[src/rtl/ai_stream_pkg.sv]
// Shared types and constants for the AI stream unpacker: input FSM states,
// FIFO entry layout and the saturating error-count helper.
package ai_stream_pkg;

   localparam int BYTE_W         = 8;
   localparam int WORD_W         = 32;
   localparam int BYTES_PER_WORD = 4;
   localparam int FIFO_ENTRY_W   = 34;

   typedef enum logic [0:0] {
      S_IDLE = 1'b0,
      S_RECV = 1'b1
   } in_state_e;

   typedef struct packed {
      logic              eop;
      logic              sop;
      logic [WORD_W-1:0] data;
   } fifo_entry_t;

   function automatic logic [7:0] sat_add8(input logic [7:0] base, input logic [1:0] inc);
      logic [8:0] sum;
      sum = {1'b0, base} + {7'd0, inc};
      if (sum > 9'd255) begin
         return 8'd255;
      end else begin
         return sum[7:0];
      end
   endfunction

endpackage

[src/rtl/ai_word_fifo.sv]
// Word FIFO: registered write, combinational head read, full/empty taken
// from pointers one bit wider than the address.
module ai_word_fifo
   import ai_stream_pkg::*;
#(
   parameter int DEPTH = 16,
   parameter int AW    = 4
) (
   input  logic                    clk_i,
   input  logic                    rst_ni,
   input  logic                    wr_en_i,
   input  logic [FIFO_ENTRY_W-1:0] wr_data_i,
   input  logic                    rd_en_i,
   output logic [FIFO_ENTRY_W-1:0] rd_data_o,
   output logic                    full_o,
   output logic                    empty_o
);

   logic [FIFO_ENTRY_W-1:0] mem_q [DEPTH];
   logic [AW:0]             wr_ptr_q, wr_ptr_d;
   logic [AW:0]             rd_ptr_q, rd_ptr_d;
   logic                    do_wr_s, do_rd_s;

   assign full_o    = (wr_ptr_q[AW] != rd_ptr_q[AW]) && (wr_ptr_q[AW-1:0] == rd_ptr_q[AW-1:0]);
   assign empty_o   = (wr_ptr_q == rd_ptr_q);
   assign do_wr_s   = wr_en_i && !full_o;
   assign do_rd_s   = rd_en_i && !empty_o;
   assign rd_data_o = mem_q[rd_ptr_q[AW-1:0]];

   // Pointer next-state
   always_comb begin
      wr_ptr_d = wr_ptr_q;
      rd_ptr_d = rd_ptr_q;
      if (do_wr_s) begin
         wr_ptr_d = wr_ptr_q + {{AW{1'b0}}, 1'b1};
      end else begin
         wr_ptr_d = wr_ptr_q;
      end
      if (do_rd_s) begin
         rd_ptr_d = rd_ptr_q + {{AW{1'b0}}, 1'b1};
      end else begin
         rd_ptr_d = rd_ptr_q;
      end
   end

   // Pointer registers
   always_ff @(posedge clk_i) begin
      if (!rst_ni) begin
         wr_ptr_q <= '0;
         rd_ptr_q <= '0;
      end else begin
         wr_ptr_q <= wr_ptr_d;
         rd_ptr_q <= rd_ptr_d;
      end
   end

   // Storage array; contents are don't-care until written
   always_ff @(posedge clk_i) begin
      if (do_wr_s) begin
         mem_q[wr_ptr_q[AW-1:0]] <= wr_data_i;
      end
   end

endmodule

[src/rtl/ai_stream_unpacker.sv]
// Avalon-ST word sink that buffers packed 4-sample words and emits one byte
// per handshake, with packet framing and length checking.
module ai_stream_unpacker
   import ai_stream_pkg::*;
#(
   parameter int FIFO_DEPTH = 16,
   parameter int FIFO_AW    = 4
) (
   input  logic        clk,
   input  logic        rst,
   input  logic        enable,
   input  logic [15:0] expected_len,
   input  logic        avs_s1_valid,
   input  logic [31:0] avs_s1_data,
   input  logic        avs_s1_startofpacket,
   input  logic        avs_s1_endofpacket,
   output logic        avs_s1_ready,
   output logic        smp_valid,
   output logic [7:0]  smp_data,
   output logic        smp_first,
   output logic        smp_last,
   input  logic        smp_ready,
   output logic        frame_done,
   output logic        err_sop,
   output logic        err_len,
   output logic [7:0]  err_cnt
);

   fifo_entry_t head_s, wr_entry_s;
   logic        fifo_full_s, fifo_empty_s;
   logic        wr_en_s, accept_s, smp_hs_s, pop_s;
   in_state_e   state_q, state_d;
   logic [15:0] cnt_q, cnt_d, cnt_next_s;
   logic [1:0]  byte_idx_q, byte_idx_d;
   logic        err_sop_q, err_sop_d;
   logic        err_len_q, err_len_d;
   logic        frame_done_q, frame_done_d;
   logic [7:0]  err_cnt_q, err_cnt_d;

   ai_word_fifo #(
      .DEPTH (FIFO_DEPTH),
      .AW    (FIFO_AW)
   ) u_fifo (
      .clk_i     (clk),
      .rst_ni    (rst),
      .wr_en_i   (wr_en_s),
      .wr_data_i (wr_entry_s),
      .rd_en_i   (pop_s),
      .rd_data_o (head_s),
      .full_o    (fifo_full_s),
      .empty_o   (fifo_empty_s)
   );

   // Ready is also held low while reset is applied
   assign avs_s1_ready = rst && enable && !fifo_full_s;
   assign accept_s     = avs_s1_valid && avs_s1_ready;
   assign wr_entry_s   = {avs_s1_endofpacket, avs_s1_startofpacket, avs_s1_data};
   assign smp_valid    = !fifo_empty_s;
   assign smp_hs_s     = smp_valid && smp_ready;
   assign pop_s        = smp_hs_s && (byte_idx_q == 2'd3);
   assign cnt_next_s   = (avs_s1_startofpacket ? 16'd0 : cnt_q) + 16'd4;

   // Output byte selection from the FIFO head
   always_comb begin
      smp_data  = 8'd0;
      smp_first = 1'b0;
      smp_last  = 1'b0;
      if (smp_valid) begin
         case (byte_idx_q)
            2'd0:    smp_data = head_s.data[7:0];
            2'd1:    smp_data = head_s.data[15:8];
            2'd2:    smp_data = head_s.data[23:16];
            2'd3:    smp_data = head_s.data[31:24];
            default: smp_data = 8'd0;
         endcase
         smp_first = head_s.sop && (byte_idx_q == 2'd0);
         smp_last  = head_s.eop && (byte_idx_q == 2'd3);
      end else begin
         smp_data  = 8'd0;
      end
   end

   // Input framing FSM, byte counter and error detection
   always_comb begin
      state_d   = state_q;
      cnt_d     = cnt_q;
      wr_en_s   = 1'b0;
      err_sop_d = 1'b0;
      err_len_d = 1'b0;
      if (accept_s) begin
         case (state_q)
            S_IDLE: begin
               if (avs_s1_startofpacket) begin
                  wr_en_s = 1'b1;
                  cnt_d   = 16'd4;
                  if (avs_s1_endofpacket) begin
                     err_len_d = (expected_len != 16'd4);
                     state_d   = S_IDLE;
                  end else begin
                     state_d   = S_RECV;
                  end
               end else begin
                  err_sop_d = 1'b1;
               end
            end
            S_RECV: begin
               wr_en_s   = 1'b1;
               cnt_d     = cnt_next_s;
               err_sop_d = avs_s1_startofpacket;
               if (avs_s1_endofpacket) begin
                  err_len_d = (cnt_next_s != expected_len);
                  state_d   = S_IDLE;
               end else begin
                  state_d   = S_RECV;
               end
            end
            default: begin
               state_d = S_IDLE;
            end
         endcase
      end else begin
         state_d = state_q;
      end
   end

   // Byte index, completion pulse and saturating error count
   always_comb begin
      byte_idx_d   = byte_idx_q;
      frame_done_d = smp_hs_s && smp_last;
      err_cnt_d    = sat_add8(err_cnt_q, {1'b0, err_sop_d} + {1'b0, err_len_d});
      if (smp_hs_s) begin
         byte_idx_d = byte_idx_q + 2'd1;
      end else begin
         byte_idx_d = byte_idx_q;
      end
   end

   // State registers
   always_ff @(posedge clk) begin
      if (!rst) begin
         state_q      <= S_IDLE;
         cnt_q        <= 16'd0;
         byte_idx_q   <= 2'd0;
         err_sop_q    <= 1'b0;
         err_len_q    <= 1'b0;
         frame_done_q <= 1'b0;
         err_cnt_q    <= 8'd0;
      end else begin
         state_q      <= state_d;
         cnt_q        <= cnt_d;
         byte_idx_q   <= byte_idx_d;
         err_sop_q    <= err_sop_d;
         err_len_q    <= err_len_d;
         frame_done_q <= frame_done_d;
         err_cnt_q    <= err_cnt_d;
      end
   end

   assign frame_done = frame_done_q;
   assign err_sop    = err_sop_q;
   assign err_len    = err_len_q;
   assign err_cnt    = err_cnt_q;

endmodule

[config.mk]
export PLATFORM = sky130hd
export DESIGN_NAME = ai_stream_unpacker
export DESIGN_NICKNAME = d
export VERILOG_FILES = /design/src/rtl/ai_stream_pkg.sv /design/src/rtl/ai_word_fifo.sv /design/src/rtl/ai_stream_unpacker.sv
export SDC_FILE = /design/constraint.sdc
export NUM_CORES = 1
export LEC_CHECK = 0
export ABC_AREA = 0
export BUFFER_PORTS_ARGS = -buffer_cell sky130_fd_sc_hd__buf_2
export CAP_MARGIN = 20
export CORE_ASPECT_RATIO = 1.1
export CORE_MARGIN = 4
export CORE_UTILIZATION = 60
export CTS_CLUSTER_SIZE = 40
export DETAILED_ROUTE_END_ITERATION = 8
export MAX_ROUTING_LAYER = met4
export PLACE_DENSITY = 0.8
export SLEW_MARGIN = 10
export SYNTH_ARGS = -nofsm -noshare
export SYNTH_HDL_FRONTEND = slang
export SYNTH_SLANG_ARGS = --single-unit
[constraint.sdc]
create_clock -name clk -period 14.1 [get_ports clk]
set_input_delay 2.82 -clock clk [delete_from_list [all_inputs] [get_ports clk]]
set_output_delay 2.82 -clock clk [all_outputs]
set_load 0.01 [all_outputs]
==> metrics.csv <==
stage,metric,value,unit
status,status,finished clean,
worst_setup_path,worst r2r path cells,15,
cts,clk slew on worst S/H paths,60,ps
placed_design,gpl congestion,0.870,
worst_setup_path,crit end category,primary output,
synthesis,Synth top cells by count,"edfxtp_1, mux4_2, nor2_1, dfxtp_1, a21oi_1",
synthesis,#FFs+latches synth,588,
layout,final non-filler cell area,0.0261,mm^2
worst_setup_path,Worst setup SP type,flip-flop,
die,core area,0.0383,mm^2
layout,Layout area overhead,11.9,%
die,row count,75,
synthesis,"area leader, netlist",edfxtp_1,
synthesis,Main synth FF type,edfxtp_1,
die,die width,196,um
synthesis,"Seq/Total Area, Yosys",73.7,%
detailed_routing,routed vias/inst,6.70,
detailed_routing,drt wl/cell,29.8,um
power,Leak,8.12,nW
synthesis,Unique masters post-synth,50,
die,die area,0.0421,mm^2
detailed_routing,metal3 WL,4700,um
synthesis,most frequent cell after synthesis,edfxtp_1,
worst_setup_path,CP Class,flip-flop to primary output,
cts,Clock Sinks,588,
placed_design,dpl cells,1701,
sta,Hold WS,495,ps
synthesis,Mapped Area,0.0234,mm^2
synthesis,Syn Inst Count,1161,
sta,Hold Fails Final Rpt,0,
sta,Max Clk Rate,134,MHz
sta,setup_tns,0,ps
detailed_routing,Vias,12100,
cts,CTS Buffer Depth,3,
power,P per Cell Area,131,mW/mm^2
cts,hold buffer count at CTS,0,
grt,first-pass GRT wire length,80700,um
layout,fill count,2323,
die,die height,215,um
sta,RSZ-0062 raised after global routing,false,
worst_setup_path,worst path arrival time,4670,ps
power,overall power,3.41,mW
synthesis,Post-synth EDFFs,544,
cts,CTS-repair resized insts,0,
sta,period utilization,53.1,%
detailed_routing,drt first pass iters,8,
detailed_routing,top sig layer,met4,
layout,Post-Layout Cell Count,1808,
detailed_routing,drt total wl,53800,um
sta,"Slew Viols, Final",0,
worst_setup_path,"Max FO, Critical Path",46,
detailed_routing,number of DRC markers in iteration 0,1501,
cts,clk root buf,clkbuf_16,
grt,GRT Util Overall,26.6,%
cts,postcts setup bufs,0,
worst_hold_path,hold path cells,2,
layout,nets@finish,1327,
cts,Skew-Pair Late Insertion Delay,600,ps
power,maximum VDD drop,0.000106,V
sta,Slew headroom,29.9,%
synthesis,synthesized area per cell,20.1,um^2
detailed_routing,WL met1,20400,um
grt,GRT overflow,0,
detailed_routing,WL met2,27300,um
synthesis,Async SR Flop Fraction,0,%
grt,pin count of the biggest net entering global routing,52,
grt,initial antenna violation count,4,
sta,Worst Skew,21.2,ps
synthesis,yosys warns,0,
sta,Slew @ Worst Pin,1050,ps
cts,TritonCTS clock tree,done,
synthesis,Yosys top cell area share,70.0,%
worst_setup_path,CP required,11280,ps
placed_design,HPWL Detailed,28100,um
detailed_routing,Detail Route Antenna Nets,0,
grt,vias in the first global route,12400,
placed_design,Port Buffers,77,
placed_design,Placement Cell Area,0.0244,mm^2
synthesis,syn nets,1229,
detailed_routing,final routed DRC violation total,0,
cts,H-tree levels,2,
flow_run,Max-cap violations,0,
worst_hold_path,Hold Crit Class,flip-flop to flip-flop,
layout,share of layout cells above drive strength 1,27.2,%
die,effective utilization at floorplan,61.0,%
die,I/O pins,78,
sta,Setup Viol. Count Final,0,
cts,CTS Buf Count,56,
synthesis,largest cells by area after synthesis,"edfxtp_1, mux4_2, dfxtp_1",
sta,Final min period,7490,ps
==> logic make-up after synthesis <==
kind of cell / after synthesis / share of synthesized area [%]
adders and majority gates: 13 / 0.729
and+or+nand+nor: 177 / 3.89
buffers and inverters: 75 / 1.49
AOI/OAI and AO/OA: 97 / 2.57
muxes: 175 / 16.2
xor gates and xnor gates: 36 / 1.41
DFF: 588 / 73.7
==> where the power goes <==
part | internal (mW) | switching [mW]
sequential | 1.91 | 0.00178
combinational | 0.0153 | 0.0397
clock | 0.824 | 0.627
total | 2.74 | 0.668
==> worst max-delay path, cell delays in order, from the launching register on <==
cell	delay, ps
dfxtp_4	510
buf_4	560
buf_4	820
mux4_2	620
mux4_2	530
a222oi_1	640
a21oi_1	150
buf_2	170
==> registers in the layout, indices dropped and copies added (netlist names), named ones only <==
signal / count
byte_idx_q: 2
cnt_q: 16
err_cnt: 8
err_len: 1
err_sop: 1
frame_done: 1
state_q: 1
u_fifo.mem_q: 544
u_fifo.rd_ptr_q: 5
u_fifo.wr_ptr_q: 5
==> per-layer routing <==
metal | GRT usage, % | vias to the layer above
li1 | - | 5000
met1 | 36.8 | 6287
met2 | 41.8 | 719
met3 | 4.67 | 115
met4 | 7.82 | 0
met5 | - | -
==> worst paths after layout <==
kind,start,endpoint,slack [ps]
max,flip-flop,smp_data[1],6610
min,byte_idx_q[1],byte_idx_q[1],500
min reg2reg,byte_idx_q[1],byte_idx_q[1],500
max reg2reg,cnt_q[2],err_cnt[1],9730
==> stage by stage <==
| step | utilization [%] | setup WS [ps] |
|---|---|---|
| final | 68.2 | 6610 |
| after global routing | 68.2 | 6280 |
| after CTS | 68.2 | 6490 |
| after detailed placement | 63.6 | 7040 |
| after global placement | 63.6 | 7150 |
| after floorplan | - | 6910 |
==> cells in the final DEF (no fill, tap or decap), types with 5 or more instances in the layout <==
cell,count
a211oi_1,11
a21oi_1,38
a222oi_1,8
and3_1,11
buf_2,77
buf_4,25
clkbuf_1,17
clkbuf_16,58
clkinv_1,15
clkinv_2,5
dfxtp_1,40
diode_2,5
edfxtp_1,544
ha_1,12
inv_1,12
mux2i_1,12
mux4_2,162
nand2_1,30
nand2b_1,8
nand3_1,15
nand4_1,9
nor2_1,37
nor2_4,11
nor2b_1,13
nor3_1,10
nor4_1,6
o21ai_0,23
or3_1,5
xnor2_1,22
xor2_1,13
==> area by class of cell <==
type	instances	area, um^2	share of cell area (%)
sequential	588	17200	65.9
multi-input combinational	498	5890	22.5
clock buffer	75	1520	5.80
tap	500	626	2.39
timing repair buffer	102	573	2.19
clock inverter	27	234	0.896
inverter	13	48.8	0.187
antenna	5	12.5	0.0479
Note: power is estimated with default switching activity, not from simulation.
